==> src/rtl/uart_rx_8n1.sv <==
// 8N1 UART receiver: 2-flop synchronised rx, mid-bit sampling, single-entry output holding register.
// rxvalid rises 9.5*CLKS_PER_BIT+3 cycles after the start edge; an unacknowledged byte is overwritten (overrun pulse).
module uart_rx_8n1 #(
    parameter int CLKS_PER_BIT = 1250
) (
    input  logic       clk,
    input  logic       rst_n,
    input  logic       rx,
    input  logic       rxack,
    output logic [7:0] rxbyte,
    output logic       rxvalid,
    output logic       overrun,
    output logic       framing_err,
    output logic       busy
);
    localparam int CW = (CLKS_PER_BIT > 1) ? $clog2(CLKS_PER_BIT) : 1;
    localparam logic [CW-1:0] HALF_M1 = CW'(CLKS_PER_BIT / 2 - 1);
    localparam logic [CW-1:0] FULL_M1 = CW'(CLKS_PER_BIT - 1);

    typedef enum logic [2:0] {
        IDLE,
        START,
        DATA,
        STOP,
        WAIT_HIGH
    } state_t;

    state_t        state_q, state_d;
    logic [1:0]    sync_q;
    logic [CW-1:0] cnt_q, cnt_d;
    logic [2:0]    idx_q, idx_d;
    logic [7:0]    shift_q, shift_d;
    logic [7:0]    rxbyte_q, rxbyte_d;
    logic          rxvalid_q, rxvalid_d;
    logic          overrun_q, overrun_d;
    logic          ferr_q, ferr_d;
    logic          rx_s;

    assign rx_s = sync_q[1];

    always_ff @(posedge clk or negedge rst_n) begin
        if (!rst_n) begin
            state_q   <= IDLE;
            sync_q    <= 2'b11;
            cnt_q     <= '0;
            idx_q     <= '0;
            shift_q   <= '0;
            rxbyte_q  <= '0;
            rxvalid_q <= 1'b0;
            overrun_q <= 1'b0;
            ferr_q    <= 1'b0;
        end else begin
            state_q   <= state_d;
            sync_q    <= {sync_q[0], rx};
            cnt_q     <= cnt_d;
            idx_q     <= idx_d;
            shift_q   <= shift_d;
            rxbyte_q  <= rxbyte_d;
            rxvalid_q <= rxvalid_d;
            overrun_q <= overrun_d;
            ferr_q    <= ferr_d;
        end
    end

    always_comb begin
        state_d   = state_q;
        cnt_d     = cnt_q;
        idx_d     = idx_q;
        shift_d   = shift_q;
        rxbyte_d  = rxbyte_q;
        rxvalid_d = rxvalid_q;
        overrun_d = 1'b0;
        ferr_d    = 1'b0;

        if (rxack && rxvalid_q) begin
            rxvalid_d = 1'b0;
        end

        case (state_q)
            IDLE: begin
                if (!rx_s) begin
                    state_d = START;
                    cnt_d   = '0;
                end
            end
            START: begin
                // A start bit that is high again at its midpoint was only a glitch.
                if (cnt_q == HALF_M1) begin
                    cnt_d = '0;
                    idx_d = '0;
                    state_d = rx_s ? IDLE : DATA;
                end else begin
                    cnt_d = cnt_q + CW'(1);
                end
            end
            DATA: begin
                if (cnt_q == FULL_M1) begin
                    shift_d = {rx_s, shift_q[7:1]};
                    cnt_d   = '0;
                    idx_d   = idx_q + 3'd1;
                    if (idx_q == 3'd7) begin
                        state_d = STOP;
                    end
                end else begin
                    cnt_d = cnt_q + CW'(1);
                end
            end
            STOP: begin
                if (cnt_q == FULL_M1) begin
                    cnt_d = '0;
                    if (rx_s) begin
                        // A load beats a coincident ack, and an ack in the same cycle rescues it from overrun.
                        rxbyte_d  = shift_q;
                        rxvalid_d = 1'b1;
                        overrun_d = rxvalid_q && !rxack;
                        state_d   = IDLE;
                    end else begin
                        ferr_d  = 1'b1;
                        state_d = WAIT_HIGH;
                    end
                end else begin
                    cnt_d = cnt_q + CW'(1);
                end
            end
            WAIT_HIGH: begin
                if (rx_s) begin
                    state_d = IDLE;
                end
            end
            default: begin
                state_d = IDLE;
            end
        endcase
    end

    assign rxbyte      = rxbyte_q;
    assign rxvalid     = rxvalid_q;
    assign overrun     = overrun_q;
    assign framing_err = ferr_q;
    assign busy        = (state_q != IDLE);

endmodule

==> config.mk <==
export PLATFORM = sky130hd
export DESIGN_NAME = uart_rx_8n1
export DESIGN_NICKNAME = d
export VERILOG_FILES = /design/src/rtl/uart_rx_8n1.sv
export SDC_FILE = /design/constraint.sdc
export NUM_CORES = 1
export LEC_CHECK = 0
export CAP_MARGIN = 20
export CORE_AREA = 4 4 82 84
export DETAILED_ROUTE_END_ITERATION = 12
export DIE_AREA = 0 0 86 88
export PLACE_DENSITY = 0.53
export SLEW_MARGIN = 5
export SYNTH_ARGS = -nofsm -noshare
export SYNTH_HDL_FRONTEND = slang
export SYNTH_SLANG_ARGS = --single-unit
==> constraint.sdc <==
create_clock -name clk -period 2.9 [get_ports clk]
set_clock_uncertainty 0.2 [all_clocks]
set_input_delay 0.87 -clock clk [delete_from_list [all_inputs] [get_ports clk]]
set_output_delay 0.87 -clock clk [all_outputs]
set_load 0.02 [all_outputs]
Word-level counts from Yosys, hierarchy flattened
Cells that the tools add are included.
{"block": "totals", "ramBits": 0, "reg_bits": 38, "mem_bits_ro": 0, "n_memories": 0, "word_cells": 63, "latchBits": 0}
{"block": "op_classes", "bitwise": 0, "addsub": 2, "div": 0, "n_lt_le_gt_ge": 0, "n_mul": 0, "n_reduce_logical": 13, "shifts": 0, "muxes": 26, "n_eq_ne": 13}
{"operator": "11-bit two-way mux", "count": 3}
{"operator": "11-bit case mux with 3 select lines", "count": 1}
{"operator": "3-bit two-way mux", "count": 9}
{"operator": "3-bit case mux with 5 select lines", "count": 1}
{"operator": "2-bit != test, second input constant", "count": 6}
{"operator": "11-bit by 1-bit adder with 11-bit output, second input constant", "count": 1}
{"operator": "11-bit by 10-bit equality test with 1-bit output, second input constant", "count": 1}
{"operator": "11-bit equality test, second input constant", "count": 1}
{"operator": "1-bit two-way mux", "count": 10}
{"operator": "3-bit by 2-bit equality test with 1-bit output, second input constant", "count": 2}
{"operator": "3-bit equality test, second input constant", "count": 2}
{"operator": "3-bit case mux with 2 select lines", "count": 1}
{"operator": "3-bit AND reduction", "count": 2}
{"operator": "6-bit AND reduction", "count": 1}
{"operator": "3-bit nonzero test", "count": 2}
{"operator": "2-bit AND reduction", "count": 2}
{"operator": "3-bit by 1-bit adder with 3-bit output, second input constant", "count": 1}
{"operator": "3-bit by 1-bit equality test with 1-bit output, second input constant", "count": 1}
{"operator": "3-bit logical NOT", "count": 1}
{"operator": "1-bit logical AND", "count": 2}
{"operator": "2-bit two-way mux", "count": 1}
{"operator": "2-bit nonzero test", "count": 1}
{"operator": "2-bit OR reduction", "count": 1}
{"operator": "1-bit logical NOT", "count": 1}

Longest topological paths before layout
Gate-level depths: netlist (run 1).
{"block": "depth", "word_depth": 5, "depth_mapped": 8, "depth_no_buf": 7}

Worst setup path after synthesis (run 1)
OpenSTA, ideal clock, no wires.
{"block": "synth_path", "kind": "register to register", "start": "register cnt_q[1]", "end": "register cnt_q[5]", "setup_ns": 0.121, "path_buffers": 1, "t_arrival_ns": 1.697, "path_stages_with_launch": 9, "required_ns": 2.579, "path_slack_ns": 0.882, "path_cell_list": "dfrtp_1 > inv_1 > ha_1 > nand4bb_1 > o31ai_2 > and2_4 > buf_6 > o21ai_0 > a22o_1"}
{"block": "synth_via", "elab_chain_cells": 3}
{"element": "start, declared", "line": "30", "text": "logic [CW-1:0] cnt_q, cnt_d;"}
{"element": "start signal, assigned", "line": "55", "text": "cnt_q <= cnt_d;"}
{"element": "11-bit by 1-bit adder with 11-bit output, or another cell as far along", "line": "93, 105, 122"}
{"element": "11-bit two-way mux, on equally long branches", "line": "97, 109, 88"}
{"element": "11-bit case mux with 3 select lines (*)", "line": "79", "text": "case (state_q)"}
Every way passes the cells marked *; elsewhere a longest branch is shown, timed or not.
A chain may end at the register's enable or synchronous reset.

Worst setup path after layout (run 1)
{"block": "layout_path", "start": "register state_q[0]", "end": "output port busy"}
{"block": "layout_via", "elab_chain_cells": 1}
{"element": "start, declared", "line": "28", "text": "state_t state_q, state_d;"}
{"element": "start signal, assigned", "line": "53", "text": "state_q <= state_d;"}
{"element": "3-bit nonzero test", "line": "140", "text": "assign busy = (state_q != IDLE);"}
{"element": "end, declared", "line": "14", "text": "output logic busy"}
Every way passes these cells.

==> results.md, run 1 <==
- LEAKAGE: 0.9927 nW
- P per Cell Area: 446.3 nW/um^2
- Area of the multi-input gates: 764.5 um^2
- Antenna diode instance count: 0
- Mapped cell area: roughly 1800 um^2
- Initial Util: 29.73%
- Drt pass-1 iters: 4
- Hold Buf Count CTS: 0
- R2R Path Start: cnt_q[8]
- CTS tree: built
- Number of port buffers: 15
- Yosys reg bits: 38
- Core Region: 5921 um^2
- I/O Pins: 16
- Final ANT Viol Nets: 0
- Post-layout nets: 177
- Fin crit period: 2.770 ns
- Share of layout cells above drive strength 1: between 20% and 30%
- Post-Syn Nets: around 160
- Max VDD drop: 0.0001983 V
- Maxcap violations: 0
- Syn. warnings: 0
- Hold path start: sync_q[0]
- CP Class: reg -> out
- Vias in the first global route: 1227
- Arrival @ worst endpoint: 1.70 ns
- Largest net degree at the start of global routing: 39
- Synth top area share: 51.17%
- Gpl congestion: 0.7168
- Die ar.: 7568 um^2
- Unrepaired setup endpoints after global routing: no
- HP Class: reg -> reg
- DRC: 0
- H-tree depth: 2
- Final Cycle Share: 95.52%
- Bufs on Longest Clock Path: 2
- Combinational share of power: 1.5%
- Endpoints failing hold: 0
- Worst-path maximum fanout: 10
- Leading cell type in the layout, fill and taps excluded: dfrtp_1
- HPWL after detailed placement: 2.305 mm
- Netlist cell types: 34
- Die Width: 86 um
- CTS resizes: 0
- Post-Place Worst Slack: between 0.4 and 0.5 ns
- Via Count: 1174
- Initial antenna violation count: 0
- FP Rows: 28
- DR iter-0 viols: between 50 and 60
- First-pass GRT wire length: 5.651 mm
- Most frequent cells in the layout: dfrtp_1 (36), mux2_2 (17), clkdlybuf4s50_1 (14)
- Internal Pwr Total: about 0.00073 W
- Part of the power in registers: ~58%
- Slew margin rel.: 43.85%
- Switching portion of total power: 21.54%
- Outcome: completed
- Synth Area per Inst: between 10 and 15 um^2
- CP Data Required Time: 1.83 ns
- Dominant cells by area after synthesis: dfrtp_1 (51%), mux2_2 (11%), ha_1 (3.6%)
- Clock Sink Count: 38
- Layout area overhead: 17.84%
- Total gr overflow: 0
- Setup TNS: 0 ns
- CP startpoint kind: flop
- Worst-path clk slew: 0.08 ns
- Post-Syn Instances: 149
- Clk root buf: clkbuf_8
- Die Ht: between 80 and 90 um
- Register area: 953.4 um^2
- Post-DR wirelength/cell: 13.56 um
- Drt via density: 4.811
- Fin. max-slew vios: 0
- Num CTS Buffers: 5
- Critical Path Start: state_q[0]
- Post-synth top area cell: dfrtp_1
- Worst Hold Slack: 0.1674 ns
- CP Capture Type: output pin
- Number of fill cells in the layout: 578
- Sw power: ~0.00020 W
- Skew-Pair Late Insertion Delay: 0.28 ns
- Postcts setup bufs: 0
- Count of final setup violators: 0
- Setup ws final: 0.1299 ns
- GRT Util Overall: 9.591%
- Fmax: 0.3610 GHz
- Sequential share of the synthesized area: a little over half
- Clock network fraction of total power: 40.8%
- Worst Tran Pin Value: 0.8423 ns
- Final wirelength: roughly 3.3 mm
[layout make-up]
cell class                 instances  area share [%]
clock inverter                     2          0.6031
clock buffer                       6           3.981
inverter                           4          0.7238
timing repair buffer              16           7.358
sequential                        38           45.96
multi-input combinational        103           36.85
tap                               75           4.524
[metal layers]
layer  vias up  global-route usage, %  part of all wire (%)
met5         -                      0                     0
met4         0                  5.180                   2.0
met3         5                  2.540                   2.7
met2        12                  15.56                    49
met1       583                  11.64                    47
li1        574                      -                     -
[flip-flops by register name (all words and copies together), names as in the netlist]
| signal | count |
|---|---|
| overrun | 1 |
| rxbyte | 8 |
| cnt_q | 11 |
| sync_q | 2 |
| shift_q | 8 |
| framing_err | 1 |
| idx_q | 3 |
| rxvalid | 1 |
| state_q | 3 |
[cell families after synthesis]
kind of cell / share of synthesized area [%]
simple gates: 16.06
buf+inv: 2.416
mux: 10.87
compound gates: 12.44
xor+xnor: 0.4976
fa+ha+maj: 3.554
flops: 54.16
[cells in the mapped netlist]
master	number
o21ai_2	1
and3_1	8
or3b_4	1
and2_4	1
a22o_1	6
nor3_1	3
inv_1	4
xnor2_1	1
a32oi_1	2
ha_1	5
nor2b_1	4
nor2_1	8
nand2b_1	1
a31o_4	1
nand3_1	4
o31ai_2	1
nand3b_1	1
and3b_1	1
nand4bb_1	2
and4b_1	1
dfstp_2	2
buf_6	1
buf_2	1
nor3b_1	2
o211ai_1	1
buf_4	1
mux2_2	17
o21ai_0	12
a21o_1	3
dfrtp_1	36
clkbuf_1	1
a21oi_1	4
or3_1	3
nand2_1	9
[final timing paths]
check                              to  slack [ns]  cells after the start
max                              busy        0.13                      2
min                         sync_q[1]        0.17                      0
max reg2reg                 rxbyte[5]        0.62                      5
min reg2reg                 sync_q[1]        0.17                      0
max in group asynchronous  shift_q[0]        1.48                      1
min in group asynchronous    cnt_q[9]        0.49                      1
[power by group through the flow]
stage                 logic, W  clock network [W]  registers [W]
floorplan           0.00000193                  0       0.000543
global placement     0.0000141                  0       0.000544
detailed placement   0.0000150                  0       0.000544
CTS                  0.0000154           0.000394       0.000534
global route         0.0000164           0.000415       0.000534
finish               0.0000138           0.000378       0.000534
[critical path, stage by stage (launching register included)]
cell and delay [ns]:
dfrtp_1 0.47, or3_1 0.40, clkdlybuf4s50_1 0.55
[metrics by stage]
stage	instance area (um^2)	total power [W]	utilization, %	std cells
5_1_grt	2074	0.0009659	35.04	244
6_report	2074	0.0009258	35.04	244
4_1_cts	2074	0.0009429	35.04	244
3_5_place_dp	1979	0.0005595	33.43	236
2_1_floorplan	1760	0.0005447	-	149
3_3_place_gp	1979	0.0005582	33.43	236
No activity file was read; power rests on OpenSTA's default activity.
==> run 2: changes to the inputs <==
--- a/config.mk
+++ b/config.mk
@@ -7,6 +7,7 @@
 export LEC_CHECK = 0
 export CAP_MARGIN = 20
 export CORE_AREA = 4 4 82 84
+export CTS_CLUSTER_DIAMETER = 30
 export DETAILED_ROUTE_END_ITERATION = 12
 export DIE_AREA = 0 0 86 88
 export PLACE_DENSITY = 0.53
==> results of run 2 <==
Final layout, timing and power as in run 1 (identical DEF).
==> run 3: changes to the inputs <==
--- a/config.mk
+++ b/config.mk
@@ -6,10 +6,10 @@
 export NUM_CORES = 1
 export LEC_CHECK = 0
 export CAP_MARGIN = 20
-export CORE_AREA = 4 4 82 84
+export CORE_AREA = 4 4 104 67
 export CTS_CLUSTER_DIAMETER = 30
 export DETAILED_ROUTE_END_ITERATION = 12
-export DIE_AREA = 0 0 86 88
+export DIE_AREA = 0 0 108 71
 export PLACE_DENSITY = 0.53
 export SLEW_MARGIN = 5
 export SYNTH_ARGS = -nofsm -noshare
==> run 3 against run 2 <==
  * Routed wire length rose by 2.1%
  * Core utilization fell by 0.18 points
  * Largest power group unchanged
  * Register-to-register slack got worse by 0.04 ns
  * Clock power fell by 2%
  * Via count rose by 0.26%
  * Non-clock buffer count did not move
  * Clock-buffer cell count rose by 1
==> results.md, run 3 (synthesis gave the netlist of run 1 again) <==
- Arrival @ worst endpoint: 1.72 ns (+0.02 ns)
- Post-layout nets: 177 (unchanged)
- Vias in the first global route: 1138 (-7.3%)
- Drt via density: 4.652 (-3.3%)
- Outcome: completed
- Max reg flops: 11 (unchanged)
- Buf/Inv on CP: 1 (unchanged)
- P per Cell Area: 442.0 nW/um^2 (-0.95%)
- Tot Pwr: 0.0009203 W (-0.59%)
- Die Width: 108 um (+26%)
- Final ANT Viol Nets: 0 (unchanged)
- Initial antenna violation count: 0 (unchanged)
- Unrepaired setup endpoints after global routing: no
- Total gr overflow: 0 (unchanged)
- LEAKAGE: 0.9937 nW (+0.10%)
- FP Rows: 22 (-21%)
- Num CTS Buffers: 5 (unchanged)
- CP Class: reg -> out
- CP Data Required Time: 1.83 ns (about the same)
- Sw power: 0.0001930 W (-3.2%)
- H-tree depth: 2 (unchanged)
- Core Util, Final: 34.86% (-0.18 points)
- Fin. max-slew vios: 0 (unchanged)
- DRC: 0 (unchanged)
- Max incr delay on CP: 0.56 ns (about the same)
- HPWL after detailed placement: 2.422 mm (+5.1%)
- Most frequent cells in the layout: dfrtp_1 (36), mux2_2 (17), clkdlybuf4s50_1 (14)
- Largest net degree at the start of global routing: 39 (unchanged)
- Drt pass-1 iters: 4 (unchanged)
- Clock network fraction of total power: 40.5% (-0.3 points)
- Fmax: 0.3579 GHz (-0.87%)
- Worst-path clk slew: 0.07 ns (about the same)
- Critical path, cell by cell: or3_1 > clkdlybuf4s50_1
- First-pass GRT wire length: 5.920 mm (+4.8%)
- Worst-path maximum fanout: 10 (unchanged)
- Global-route met2 utilization: 11.78% (-3.8 points)
- Endpoints failing hold: 0 (unchanged)
- Share of layout cells above drive strength 1: 19.53% (-0.59 points)
- Gr busiest metal: met1
- Fin crit period: 2.794 ns (+0.02422 ns)
- Hold Buf Count CTS: 0 (unchanged)
- CTS tree: built
- CP startpoint kind: flop
- Setup TNS: 0 ns (unchanged)
- Clock Sink Count: 38 (unchanged)
- Via Count: 1177 (+0.26%)
- Layout area overhead: 18.27%
- R2R Setup Slk: 0.58 ns (-0.04 ns)
- Maxcap violations: 0 (unchanged)
- Largest register by flop count: cnt_q
- Count of final setup violators: 0 (unchanged)
- Met1 usage: 15.98% (+4.3 points)
- Antenna diode instance count: 0 (unchanged)
- Worst Tran Pin Value: 0.8485 ns (+0.006226 ns)
- Postcts setup bufs: 0 (unchanged)
- Clk root buf: clkbuf_8
- Part of the power in registers: 58.0% (+0.3 points)
- Slew margin rel.: 43.43% (-0.42 points)
- Initial Util: 29.47% (-0.26 points)
- DR iter-0 viols: 58 (+9.4%)
- Met3 usage: 2.097% (-0.44 points)
- CP delay by family, top: buffers and inverters
- Skew-Pair Late Insertion Delay: 0.29 ns (about the same)
- Number of port buffers: 15 (unchanged)
- Die ar.: 7668 um^2 (+1.3%)
- I/O Pins: 16 (unchanged)
- Bufs on Longest Clock Path: 2 (unchanged)
- Gpl congestion: 0.7910 (+10%)
- Critical-path top delay cell: clkdlybuf4s50_1
- HP Class: reg -> reg
- CTS resizes: 0 (unchanged)
- Worst Hold Slack: 0.1573 ns (-0.01007 ns)
- Post-DR wirelength/cell: 13.35 um (-1.5%)
- Combinational share of power: 1.5% (about the same)
- Internal Pwr Total: 0.0007273 W (+0.12%)
- Leading cell type in the layout, fill and taps excluded: dfrtp_1
- GRT Util Overall: 9.695% (+0.10 points)
- Final Cycle Share: 96.36% (+0.84 points)
- Max VDD drop: 0.0001632 V (-18%)
- Switching portion of total power: 20.97% (-0.56 points)
- CP Capture Type: output pin
- Final wirelength: 3.377 mm (+2.1%)
- Core Region: 5973 um^2 (+0.89%)
- Die Ht: 71 um (-19%)
==> run 3: worst paths after layout <==
check,depth (start not counted),start,end
min in group asynchronous,1,rst_n,cnt_q[9]
max in group asynchronous,1,rst_n,rxbyte[0]
worst max register to register,6,cnt_q[1],rxbyte[6]
worst min register to register,0,sync_q[0],sync_q[1]
worst max-delay path,2,state_q[0],busy
worst min-delay path,0,sync_q[0],sync_q[1]
==> run 3: area by class of cell <==
| type | count | area, um^2 |
|---|---|---|
| Fill cell | 587 | 3891 |
| Tap cell | 84 | 105.1 |
| Multi-Input combinational cell | 103 | 764.5 |
| Sequential cell | 38 | 953.4 |
| Inverter | 4 | 15.01 |
| Timing Repair Buffer | 16 | 152.6 |
| Clock buffer | 7 | 86.33 |
| Clock inverter | 1 | 5.005 |
==> run 3: per-stage QoR <==
step           instances  setup WS [ns]  instance area, um^2
6_report             253         0.1057                 2082
5_1_grt              253        0.05478                 2082
4_1_cts              253         0.1067                 2082
3_5_place_dp         245         0.4228                 1991
3_3_place_gp         245         0.4581                 1991
2_1_floorplan        149         0.8825                 1760
==> run 3: layer usage <==
| layer | vias to the layer above | share of wire (%) |
|---|---|---|
| met3 | 5 | 4.7 |
| met5 | - | 0 |
| met1 | 567 | 55 |
| met4 | 0 | 1.5 |
| li1 | 577 | - |
| met2 | 28 | 38 |
==> run 3: power groups by stage <==
stage	Combinational (W)	Clock, W	Sequential [W]
global route	0.0000170	0.000412	0.000534
floorplan	0.00000193	0	0.000543
CTS	0.0000150	0.000386	0.000534
finish	0.0000138	0.000372	0.000534
global placement	0.0000144	0	0.000544
detailed placement	0.0000149	0	0.000544
==> run 3: worst reg2reg max path, delay by kind of cell, from the launching register on <==
family | cells | cell delay (ns)
DFF | 1 | 0.39
and+or+nand+nor | 3 | 0.95
adders and majority gates | 1 | 0.16
buffers and inverters | 1 | 0.09
muxes | 1 | 0.41
